===== src/rtl/wb_writer.sv =====
// wb_writer: writeback FIFO driving the regfile write port; optional WB_RETIRE_CNT_EN adds a 64-bit instret counter
module wb_writer #(
  parameter int DEPTH = 2,
  parameter int AW = 5,
  parameter int DW = 32
) (
  input  logic          clk,
  input  logic          reset,
  input  logic          in_valid,
  output logic          in_ready,
  input  logic          in_rw,
  input  logic [AW-1:0] in_rd,
  input  logic [1:0]    in_src,
  input  logic [2:0]    in_f3,
  input  logic [DW-1:0] in_alu,
  input  logic [DW-1:0] in_rdata,
  input  logic [DW-1:0] in_pc4,
  input  logic          wb_stall,
  input  logic [AW-1:0] q_rs1,
  input  logic [AW-1:0] q_rs2,
  output logic          pend_hit,
  output logic          we3,
  output logic [AW-1:0] wa3,
  output logic [DW-1:0] wd3,
  output logic [63:0]   instret
);
  localparam int PW = $clog2(DEPTH);
  logic [AW+DW:0] mem_q [DEPTH];
  logic [PW:0] wp_q, wp_d, rp_q, rp_d, cnt;
  logic we3_q, we3_d;
  logic [AW-1:0] wa3_q, wa3_d;
  logic [DW-1:0] wd3_q, wd3_d, ld, fmt;
  logic [7:0] b;
  logic [15:0] h;
  logic full, empty, push, pop;
  logic [AW+DW:0] head;
  assign cnt = wp_q - rp_q;
  assign empty = cnt == '0;
  assign full = cnt[PW];
  assign in_ready = !full;
  assign push = in_valid && !full;
  assign pop = !empty && !wb_stall;
  assign head = mem_q[rp_q[PW-1:0]];
  assign b = in_rdata[{in_alu[1:0], 3'b000} +: 8];
  assign h = in_rdata[{in_alu[1], 4'b0000} +: 16];
  always_comb begin
    ld = in_f3 == 3'b000 ? {{(DW-8){b[7]}}, b} :
         in_f3 == 3'b001 ? {{(DW-16){h[15]}}, h} :
         in_f3 == 3'b100 ? {{(DW-8){1'b0}}, b} :
         in_f3 == 3'b101 ? {{(DW-16){1'b0}}, h} : in_rdata;
    fmt = in_src == 2'b01 ? ld : in_src == 2'b10 ? in_pc4 : in_alu;
    wp_d = push ? wp_q + 1'b1 : wp_q;
    rp_d = pop ? rp_q + 1'b1 : rp_q;
    we3_d = pop && head[AW+DW] && head[AW+DW-1:DW] != '0;
    wa3_d = pop ? head[AW+DW-1:DW] : wa3_q;
    wd3_d = pop ? head[DW-1:0] : wd3_q;
  end
  // a popped entry has left the FIFO, so the write on we3 is excluded automatically
  always_comb begin
    pend_hit = 1'b0;
    for (int i = 0; i < DEPTH; i++) begin
      logic [PW-1:0] off;
      logic [AW-1:0] rd;
      off = PW'(i) - rp_q[PW-1:0];
      rd = mem_q[i][AW+DW-1:DW];
      if ({1'b0, off} < cnt && mem_q[i][AW+DW] && rd != '0 && (rd == q_rs1 || rd == q_rs2))
        pend_hit = 1'b1;
    end
  end
  always_ff @(posedge clk)
    if (push) mem_q[wp_q[PW-1:0]] <= {in_rw, in_rd, fmt};
  always_ff @(posedge clk or negedge reset)
    if (!reset) begin
      wp_q <= '0;
      rp_q <= '0;
      we3_q <= 1'b0;
      wa3_q <= '0;
      wd3_q <= '0;
    end else begin
      wp_q <= wp_d;
      rp_q <= rp_d;
      we3_q <= we3_d;
      wa3_q <= wa3_d;
      wd3_q <= wd3_d;
    end
  assign we3 = we3_q;
  assign wa3 = wa3_q;
  assign wd3 = wd3_q;
`ifdef WB_RETIRE_CNT_EN
  logic [63:0] ret_q, ret_d;
  assign ret_d = pop ? ret_q + 64'd1 : ret_q;
  always_ff @(posedge clk or negedge reset)
    if (!reset) ret_q <= '0;
    else ret_q <= ret_d;
  assign instret = ret_q;
`else
  assign instret = '0;
`endif
endmodule


===== config.mk =====
export PLATFORM = sky130hd
export DESIGN_NAME = wb_writer
export DESIGN_NICKNAME = d
export VERILOG_FILES = /design/src/rtl/wb_writer.sv
export SDC_FILE = /design/constraint.sdc
export NUM_CORES = 1
export LEC_CHECK = 0
export BUFFER_PORTS_ARGS = -buffer_cell sky130_fd_sc_hd__buf_2
export CORE_MARGIN = 1.5
export CORE_UTILIZATION = 26
export CTS_CLUSTER_DIAMETER = 100
export DETAILED_ROUTE_END_ITERATION = 7
export PLACE_DENSITY = 0.54
export SETUP_SLACK_MARGIN = 0.1
export SLEW_MARGIN = 10
export SYNTH_ARGS = -nofsm -noshare
export SYNTH_HDL_FRONTEND = slang
export SYNTH_SLANG_ARGS = --single-unit

===== constraint.sdc =====
create_clock -name clk -period 8.4 [get_ports clk]
set_input_delay 0.84 -clock clk [delete_from_list [all_inputs] [get_ports clk]]
set_output_delay 0.84 -clock clk [all_outputs]
set_load 0.05 [all_outputs]

==> results.toml, run 1 <==
[status]
status = "finished, final reports clean"

[yosys]
ys_warn_count = 0
synthTopCellsByArea = "edfxtp_1 36%, dfrtp_1 16%, buf_4 7.5%"
synth_mux_area_share_pct = 11.86
netlist_area_um2 = 6381
yosys.area_share.xor_xnor_pct = 3.431
synth_top_family_by_area = "compound AO/OA/AOI/OAI gates"
yosysTopAreaCell = "edfxtp_1"
synthSimpleGateAreaFrac_pct = 7.510
syn_inst = 570
netlist.area_leader.share_pct = 35.76
avgSynthCellArea_um2 = 11.19
yosysSeqAreaShare_pct = 52.24
synthAdderAreaFrac_pct = 0.5882
yosysUniqueCellTypes = 41
ys_seq_elements = 118
synth_compound_area_share_pct = 14.22

[clock_tree]
numCtsBuffers = 17
clk_pin_slew_ps = 60
cts_sinks = 118
cts.repair.resized = 0
cts_max_level = 4
postCtsHoldBufs = 0
cts-root-buf = "clkbuf_16"
cts_tree = "built"
postCtsSetupBuffers = 0
cts_max_path_buffers = 2
worst_skew_pair.late_latency_ps = 410

[placement]
portBuffers = 160
placedCellCount = 1025
dpl-instance-area_um2 = 7282
dp_hpwl_mm = 13.33
pre_cts_slack_ps = 5338
gp_congestion = 0.7645

[floorplan]
start_util_pct = 26.39
core_um2 = 24180
die_area_um2 = 25490
die_w_um = 159.7
rows = 57
io_pins = 225
die_h_um = 159.7

[power_and_ir_drop]
peakVddDrop_v = 0.0002670
power_density_nw_per_um2 = 372.1
p_leak_nw = 3.286

[timing]
finalCriticalPeriod_ps = 3271
skew_ps = 16.63
rsz0062_at_grt = "false"
slew-limit-headroom_pct = 32.25
fmax_mhz = 305.7
min_period_over_period_pct = 38.94
drv_slew = 0
final_hold_viol_count = 0
worstMarginPinSlew_ps = 1014
setup_viol = 0
fin_hold_ws_ps = 488.0
setup-tns-final_ps = 0
fin_ws_ps = 5129

[layout]
fillers = 2515
final_common_cell = "buf_2"
fin_area_um2 = 7884
layout_common_cells = "160 x buf_2, 76 x edfxtp_1, 64 x conb_1, 57 x a21oi_1, 44 x nor2_1"
layout.nets = 844
instances_no_fill = 1058
drive_gt1_share_pct = 33.29
area_growth_syn_to_layout_pct = 23.55

[setup_path]
cp-end-kind = "primary output"
crit_fanout = 41
crit_path_top_delay_cell = "buf_4"
cp_cell_sequence = "buf_4, ha_1, inv_1, ha_1, o21bai_1, o32ai_1, buf_2"
required_ps = 7560
cp-start-kind = "flip-flop"
cpPeakStageDelay_ps = 600
crit_top_cell = "ha_1"
path_class = "reg -> out"
cp_data_arrival_time_ps = 2430

[routing]
drtIter0Drc = 291
drt-met1-wl_mm = 8.417
drt_pre_antenna_iters = 4
routed_wirelength_mm = 18.32
wire_per_inst_um = 17.32
final_antenna_net_count = 0
vias = 4635
top_layer = "met4"
route.met2.wl_mm = 8.769
via_per_inst = 4.381
wl_met3_um = 932
drc_errors = 0

[min_path]
worstHoldPathType = "reg -> reg"

[global_routing]
overflow = 0
grt_start_max_net_pins = 67
gr-usage-all-layers_pct = 14.62
grt_pass1_vias = 4679
grt_pass1_wl_mm = 27.70
antenna_found_initial = 1

[job]
max_cap_viol_count = 0
==> cell type report <==
class | instances | area [um^2] | share of cell area, %
flip-flops and latches | 118 | 3334 | 42.29
clock buffers | 19 | 442.9 | 5.618
repair buffers | 167 | 853.3 | 10.82
well taps | 324 | 405.4 | 5.142
inverters | 6 | 22.52 | 0.2857
multi-input cells | 410 | 2666 | 33.82
diodes | 1 | 2.502 | 0.03174
clock inverters | 13 | 156.4 | 1.984
==> path summary, 6_finish.rpt <==
path,from,endpoint,slack [ps],cells past startpoint
max,rp_q[0],pend_hit,5130,7
min,wp_q[1],wp_q[1],490,1
max reg2reg,rp_q[0],rp_q[1],5380,9
min reg2reg,wp_q[1],wp_q[1],490,1
max in group asynchronous,reset,rp_q[0],7440,2
min in group asynchronous,reset,wd3[4],520,2
==> worst max-delay path: cells and delay by family (launching register included) <==
family	cells	cell delay, ps
DFF	1	340
buffers and inverters	3	940
adders and majority gates	2	540
AOI/OAI and AO/OA	2	180
==> per-layer routing <==
metal | global-route usage (%) | vias to the layer above
li1 | - | 2265
met1 | 19.50 | 2199
met2 | 23.46 | 161
met3 | 3.584 | 10
met4 | 4.331 | 0
met5 | 0 | -
==> synth_stat cells (all sizes together) <==
master and instances:
a31oi 1, dfrtp 42, or3 5, and3b 5, nor2 46, or4 2, o21a 1, o32ai 1
xnor2 4, nor3 9, a211o 5, xor2 21, o21bai 1, clkbuf 31, a221o 1, edfxtp 76
mux2 27, o31a 1, a21oi 69, nand4 1, ha 3, o221ai 5, and2 1, o22ai 27
inv 6, a22oi 9, nor2b 5, conb 1, nand2b 3, nand2 29, a22o 7, mux2i 43
a211oi 2, buf 68, a31o 2, mux4 1, o21ai 9
==> registers in the layout, indices dropped and copies added, names as in the netlist <==
signal and flops:
mem_q 76, wd3 32, wa3 5, rp_q 2, wp_q 2, we3 1
==> cells by family after synthesis <==
family,Yosys count
XOR/XNOR,25
adder cells (fa/ha/maj),3
flip-flops,118
AO/OA/AOI/OAI,141
buffers and inverters,105
other,1
AND/OR/NAND/NOR,106
multiplexers,71
==> power breakdown <==
part	switching (mW)	internal (mW)	leakage, nW
combinational	0.907	0.320	1.84
sequential	0.0977	0.887	1.16
clock	0.251	0.471	0.281
==> stage by stage <==
stage	total power [mW]	utilization (%)
floorplan	1.907	-
global placement	2.233	30.12
detailed placement	2.245	30.12
CTS	2.977	32.60
global route	3.114	32.61
finish	2.934	32.61
Note: power is estimated with default switching activity, not from simulation.
==> inputs of run 2 (changes only) <==
- PLACE_DENSITY: 0.54 -> 0.56
- clock period: 8.4 -> 2.7 ns (I/O delays scaled with it)
==> results.toml, run 2 (synthesis results as in run 1) <==
[status]
status = "finished, final reports clean"

[power_and_ir_drop]
power_density_nw_per_um2 = 1189
p_sw_share_pct = 41.64
p_leak_nw = 3.377
p_switching_mw = 3.993
seqPwrFrac_pct = 31.6
peakVddDrop_v = 0.0007185
p_clk_share_pct = 27.0
intPower_mw = 5.598
power.share.combinational_pct = 41.4

[routing]
wire_per_inst_um = 17.00
wl_met3_mm = 1.303
vias = 4694
drc_errors = 0
drt-met1-wl_mm = 7.975
drtIter0Drc = 372
final_antenna_net_count = 0
routed_wirelength_mm = 18.14
via_per_inst = 4.399
route.met2.wl_mm = 8.561
top_layer = "met4"
drt_pre_antenna_iters = 5

[timing]
setup-tns-final_ps = 0
worstMarginPinSlew_ps = 718.0
final_hold_viol_count = 0
finalCriticalPeriod_ps = 2403
setup_viol = 0
fmax_mhz = 416.1
drv_slew = 0
slew-limit-headroom_pct = 52.13
rsz0062_at_grt = "false"
skew_ps = 7.697
min_period_over_period_pct = 89.02

[layout]
multi_input_area_um2 = 2666
fillers = 2441
area_growth_syn_to_layout_pct = 26.43
layout_common_cells = "160 x buf_2, 76 x edfxtp_1, 64 x conb_1, 57 x a21oi_1, 44 x nor2_1"
drive_gt1_share_pct = 33.65
final_common_cell = "buf_2"
layout.area.seq_um2 = 3334
layout.nets = 851
finish.utilization_pct = 33.37
largest_reg_flops = 76

[clock_tree]
cts_sinks = 118
cts_max_level = 4
cts_max_path_buffers = 2
numCtsBuffers = 17
cts-root-buf = "clkbuf_16"
worst_skew_pair.late_latency_ps = 410
cts_tree = "built"
clk_pin_slew_ps = 60

[placement]
dp_hpwl_mm = 13.43
gp_congestion = 0.8475
portBuffers = 160

[floorplan]
start_util_pct = 26.39
io_pins = 225
rows = 57
die_area_um2 = 25490
die_h_um = 159.7
core_um2 = 24180
die_w_um = 159.7

[setup_path]
reg2reg_from = "wp_q[0]"
cp-end-kind = "primary output"
cp_data_arrival_time_ps = 2130
cp-start-kind = "flip-flop"
reg2reg_slack_ps = 550
crit_fanout = 4
crit_path_top_delay_cell = "or4_1"
path_class = "reg -> out"
r2r-end = "mem_q[1][2]"
ff2ff_path_depth = 8
required_ps = 2430
cpPeakStageDelay_ps = 570
cp_cell_sequence = "or4_1, o21ai_0, o21bai_1, o32ai_1, buf_2"

[min_path]
hold_start = "in_rd[0]"
min_to = "mem_q[1][32]"
whs_path_depth = 1
worstHoldPathType = "in -> reg"

[global_routing]
grt_pass1_vias = 4512
grt_pass1_wl_mm = 26.83
gr-usage-all-layers_pct = 14.17
overflow = 0
antenna_found_initial = 2
grt_start_max_net_pins = 40

[job]
max_cap_viol_count = 0
## run 2: changes by cell type in the layout (fill, tap and decap cells not counted), sizes merged
cell | before | now
dlygate4sd3 | 0 | 1
clkinv | 5 | 4
inv | 6 | 10
clkbuf | 19 | 17
bufinv | 3 | 6
clkinvlp | 5 | 1
buf | 167 | 173
diode | 1 | 3
## run 2: worst max-delay path by stage
stage                 startpoint            to  depth (start not counted)
detailed placement       wp_q[0]  mem_q[1][16]                          8
global placement         wp_q[0]   mem_q[1][7]                          8
CTS                 mem_q[0][35]      pend_hit                          5
finish              mem_q[0][35]      pend_hit                          5
floorplan                wp_q[0]   mem_q[1][0]                          7
global route        mem_q[0][35]      pend_hit                          5
## run 2: stage by stage
stage / instance area, um^2 / total power, mW / hold WS [ps] / setup WS, ps / instances
final: 8068 / 9.591 / 44.17 / 296.6 / 1067
after CTS: 8060 / 9.706 / 26.03 / 274.1 / 1064
after global placement: 7377 / 7.034 / 346.1 / 612.4 / 1031
after detailed placement: 7377 / 7.087 / 355.9 / 553.0 / 1031
after global routing: 8060 / 10.08 / 27.65 / 161.2 / 1064
after floorplan: 6623 / 5.930 / -25.59 / -258.4 / 633
## run 2: critical path, delay by kind of cell (launching register included)
kind            cells  cell delay, ps
compound gates      3             470
buf+inv             1             220
flops               1             470
simple gates        1             570
## run 2: area by class of cell
cell class,instances,share of cell area (%)
multi-input combinational,410,33.05
clock buffer,17,5.273
clock inverter,15,3.071
inverter,6,0.2792
antenna,3,0.09305
sequential,118,41.33
tap,324,5.025
timing repair buffer,174,11.88
## run 2: power groups by stage
stage,sequential (mW),clock [mW],combinational [mW]
floorplan,4.03,0,1.90
global placement,3.05,0,3.98
detailed placement,3.07,0,4.01
CTS,3.04,2.64,4.03
global route,3.11,2.71,4.26
finish,3.03,2.59,3.97
## run 2: repair_timing
action	CTS	global route
buffers inserted	0	0
hold endpoints to repair	25	0
hold buffers	1	0
gates resized for setup	0	0
## run 2: per-layer routing
layer  vias to the layer above  track usage [%]
met1                      2237            18.34
li1                       2272                -
met5                         -                0
met4                         0            5.189
met2                       166            22.61
met3                        19            3.948
